==> config.mk <==
export PLATFORM = sky130hd
export DESIGN_NAME = if_id_buf
export DESIGN_NICKNAME = d
export VERILOG_FILES = /design/src/rtl/if_id_buf.sv
export SDC_FILE = /design/constraint.sdc
export NUM_CORES = 1
export LEC_CHECK = 0
export ABC_AREA = 1
export CORE_MARGIN = 2
export CORE_UTILIZATION = 46
export DETAILED_ROUTE_END_ITERATION = 10
export PLACE_DENSITY = 0.9
export REMOVE_ABC_BUFFERS = 1
export SETUP_SLACK_MARGIN = 0.1
export SLEW_MARGIN = 15
export SYNTH_ARGS = -nofsm -noshare
export SYNTH_HDL_FRONTEND = slang
export SYNTH_SLANG_ARGS = --single-unit
==> constraint.sdc <==
create_clock -name clk -period 3.5 [get_ports clk]
set_input_delay 0.525 -clock clk [delete_from_list [all_inputs] [get_ports clk]]
set_output_delay 0.525 -clock clk [all_outputs]
set_load 0.01 [all_outputs]
==> src/rtl/if_id_buf.sv <==
// IF/ID instruction buffer: a DEPTH-entry circular FIFO of {instr, pc2} between fetch and decode.
// Optional stall statistic counter enabled by defining IFID_STATS_EN.
module if_id_buf #(
    parameter int unsigned DEPTH     = 2,
    parameter logic [15:0] NOP_INSTR = 16'h0800
) (
    input  logic                     clk,
    input  logic                     rst,
    input  logic [15:0]              instr_in,
    input  logic [15:0]              pc2_in,
    input  logic                     fetch_valid,
    input  logic                     flush,
    input  logic                     dec_ready,
    output logic                     pcWrite,
    output logic [15:0]              instr_out,
    output logic [15:0]              pc2_out,
    output logic                     valid_out,
    output logic                     halt_seen,
    output logic [$clog2(DEPTH):0]   count,
    output logic [15:0]              stall_cnt
);

    localparam int unsigned PW = $clog2(DEPTH);
    localparam int unsigned CW = PW + 1;
    localparam logic [CW-1:0] Full = CW'(DEPTH);

    logic [PW-1:0] wptr_q, wptr_d;
    logic [PW-1:0] rptr_q, rptr_d;
    logic [CW-1:0] count_q, count_d;
    logic          halt_q, halt_d;
    logic          push, pop;

    logic [15:0] instr_mem [DEPTH];
    logic [15:0] pc2_mem [DEPTH];

    assign valid_out = (count_q != '0);
    assign instr_out = valid_out ? instr_mem[rptr_q] : NOP_INSTR;
    assign pc2_out   = valid_out ? pc2_mem[rptr_q] : 16'h0000;
    assign pcWrite   = push;
    assign halt_seen = halt_q;
    assign count     = count_q;

    always_comb begin
        pop     = valid_out & dec_ready & ~flush;
        // A full buffer may still accept when the head leaves in the same cycle.
        push    = fetch_valid & ~halt_q & ~flush & ((count_q < Full) | pop);
        wptr_d  = wptr_q;
        rptr_d  = rptr_q;
        count_d = count_q;
        halt_d  = halt_q;
        if (flush) begin
            wptr_d  = '0;
            rptr_d  = '0;
            count_d = '0;
            halt_d  = 1'b0;
        end else begin
            if (push) begin
                wptr_d = wptr_q + PW'(1);
                if (instr_in[15:11] == 5'b00000) begin
                    halt_d = 1'b1;
                end
            end
            if (pop) begin
                rptr_d = rptr_q + PW'(1);
            end
            if (push && !pop) begin
                count_d = count_q + CW'(1);
            end else if (pop && !push) begin
                count_d = count_q - CW'(1);
            end
        end
    end

    always_ff @(posedge clk or negedge rst) begin
        if (!rst) begin
            wptr_q  <= '0;
            rptr_q  <= '0;
            count_q <= '0;
            halt_q  <= 1'b0;
        end else begin
            wptr_q  <= wptr_d;
            rptr_q  <= rptr_d;
            count_q <= count_d;
            halt_q  <= halt_d;
        end
    end

    always_ff @(posedge clk) begin
        if (push) begin
            instr_mem[wptr_q] <= instr_in;
            pc2_mem[wptr_q]   <= pc2_in;
        end
    end

`ifdef IFID_STATS_EN
    logic [15:0] stall_q, stall_d;

    // Counts cycles where fetch had a live instruction that the buffer refused.
    always_comb begin
        stall_d = stall_q;
        if (fetch_valid && !halt_q && !flush && !push && (stall_q != 16'hFFFF)) begin
            stall_d = stall_q + 16'd1;
        end
    end

    always_ff @(posedge clk or negedge rst) begin
        if (!rst) begin
            stall_q <= '0;
        end else begin
            stall_q <= stall_d;
        end
    end

    assign stall_cnt = stall_q;
`else
    assign stall_cnt = 16'h0000;
`endif

endmodule

==> summary.md <==
| Metric | Value |
|---|---|
| CP required | `2.97 ns` |
| CP peak stage delay | `0.75 ns` |
| Top cells by area, synth | `edfxtp_1 (68%), nand2_1 (10%), a21oi_1 (5.8%)` |
| Async S/R FF share, synth | `0.0725` |
| Clock Skews | `0.00815 ns` |
| IO Pins | `90` |
| Status | `complete, no violations` |
| Delay-heaviest family, CP | `buffers and inverters` |
| Initial antenna violation count | `0` |
| Post-synth top area share | `0.680` |
| Crit path max fanout | `34` |
| 1st-iter DRT viols | `67` |
| LEAKAGE | `1.38 nW` |
| CP arrival | `2.35 ns` |
| Maxcap violations | `0` |
| Prevailing post-synth register cell | `edfxtp_1` |
| Crit-path cells | `clkinv_1 -> nand2_1 -> a21oi_1 -> clkdlybuf4s50_1` |
| Yosys warnings | `0` |
| Nets | `348` |
| Root buffer cell | `clkbuf_8` |
| Post-CTS Hold Fix Bufs | `0` |
| Count leader, synth | `nand2_1` |
| Hold Vio Cnt, Final | `0` |
| Num CTS Buffers | `9` |
| Worst setup EP type | `primary output` |
| Total negative slack | `0 ns` |
| RePlAce Congestion | `0.792` |
| First-pass GRT wire length | `8090 um` |
| Mean post-synth cell area | `12.1 um2` |
| R2R Path Start | `count[1]` |
| Placement Rows | `28` |
| Clock tree buffer depth | `2` |
| HP Class | `in2async` |
| Setup-failing EPs final | `0` |
| Die Ht | `82.4 um` |
| Final period utilization | `0.822` |
| Slew Viols, Final | `0` |
| Worst-Skew Late Latency | `0.33 ns` |
| Worst slew pin tran | `0.977 ns` |
| Area Overhead vs Synth | `32.8%` |
| Post-synth top cells | `nand2_1 (75), edfxtp_1 (64), a21oi_1 (33)` |
| Cts repair resizes | `0` |
| PwrDens | `519 nW/um2` |
| Via density | `4.81` |
| Die ar. | `6790 um2` |
| Synth Register Bits | `69` |
| Core Region | `5920 um2` |
| Slowest-stage cell, CP | `clkinv_1` |
| Synth cell types | `21` |
| Overall power | `1.95 mW` |
| Vias in the first global route | `1750` |
| Cell area after synthesis | `2830 um2` |
| Bufs and invs on worst path | `2` |
| CTS tree | `yes` |
| Max frequency | `0.348 GHz` |
| Grt ovf | `0` |
| Yosys top cell by area | `edfxtp_1` |
| Largest net degree at the start of global routing | `35` |
| Mapped Cells | `234` |
| PnR worst setup slack | `0.623 ns` |
| Worst Setup SP | `rptr_q` |
| Clk sink count | `69` |
| Share of cells above drive strength 1 | `0.0796` |
| Slack of the worst reg-to-reg path | `1.53 ns` |
| ANT cells | `0` |
| Clock-pin slew on the worst setup and hold paths | `0.07 ns` |
| Initial Utilization | `0.478` |
| DRC | `0` |
| Fillers | `455` |
| Final wirelength | `5310 um` |
| Placed Instances | `375` |
| IO buf count | `73` |
| Worst slack, placed | `0.924 ns` |
| RSZ-0062 raised after global routing | `no` |
| Sequential share of the synthesized area | `0.724` |
| VDD IR max | `0.000284 V` |
| GRT Total Usage | `0.168` |
| Critical R2R Capture | `pc2_mem[1][6]` |
| Vias | `1873` |
| Initial DRT Pass Iterations | `4` |
| Slew margin rel. | `0.344` |
| H-tree levels | `3` |
| Avg WL per Cell | `13.7 um` |
| Die width | `82.4 um` |
| DP HPWL | `3580 um` |
| Critical Path Source Type | `register` |
| Crit Path Class | `reg2out` |
| Min cycle time layout | `2.88 ns` |
| Worst Reg-to-Reg Cells | `6` |
| Routed Antenna Nets | `0` |
| Non-filler cells, final | `389` |
| Postcts setup bufs | `0` |
| EDFF count, synth | `64` |
## flip-flops by register name, summed over array words and instances (netlist names)
| signal | flops |
|---|---|
| pc2_mem | 32 |
| rptr_q | 1 |
| halt_seen | 1 |
| count | 2 |
| instr_mem | 32 |
| wptr_q | 1 |
## logic make-up after synthesis
group                  Yosys count  synth area share
DFF                             69             0.724
other                            1           0.00133
and+or+nand+nor                 90             0.132
AOI/OAI and AO/OA               38            0.0699
buffers and inverters           36            0.0726
## worst reg2reg max path: stages, from the launching register on
cell and delay [ns]:
dfrtp_1 0.45, nand2_2 0.13, nand3_4 0.09, nor2_4 0.14
inv_2 0.09, nor2_4 0.38, buf_4 0.35
## cells in the final DEF (no fill, tap or decap)
cell and instances:
o21ai_0 3, nand2_1 75, nor3_1 1, bufinv_16 1, nor2_4 3, nor2_1 3, inv_1 8, conb_1 16
nor2_2 1, clkinv_1 4, o21ai_2 1, nand2_2 3, clkbuf_8 9, inv_2 1, dfrtp_1 5, a21oi_1 33
clkdlybuf4s50_1 73, nand3_4 1, edfxtp_1 64, a21oi_2 1, buf_4 4, nand3_1 3, clkbuf_1 1
## per-layer routing
metal	vias up	track usage	wire length (um)
li1	918	-	-
met1	858	0.192	2100
met2	84	0.285	2670
met3	13	0.0467	437
met4	0	0.0933	101
met5	-	0	0
## power breakdown
group / switching [mW] / internal, mW
combinational: 0.220 / 0.200
sequential: 0.0157 / 0.941
clock: 0.256 / 0.314
total: 0.492 / 1.45
## final cells by class
cell class                      count  area (um2)  area share
Inverter                           10        37.5      0.0100
Clock inverter                      4        41.3      0.0110
Sequential cell                    69        2050       0.545
Timing Repair Buffer               77         761       0.203
Multi-Input combinational cell    144         647       0.172
Tap cell                           75        93.8      0.0250
Clock buffer                       10         128      0.0340
## stage by stage
step,area [um2],hold slack [ns],utilization
CTS,3750,0.414,0.634
global route,3750,0.415,0.634
detailed placement,3590,0.617,0.606
finish,3750,0.424,0.634
global placement,3590,0.594,0.606
floorplan,2720,0.229,-
## worst max path at each step
stage          cells past startpoint              end  slack [ns]
2_1_floorplan                      6  instr_mem[0][0]        0.78
3_3_place_gp                       8    pc2_mem[1][7]        0.98
3_5_place_dp                       8    pc2_mem[0][7]        0.92
4_1_cts                            4       pc2_out[0]        0.57
5_1_grt                            4       pc2_out[8]        0.40
6_report                           4       pc2_out[0]        0.62
No activity file was read; power rests on OpenSTA's default activity.
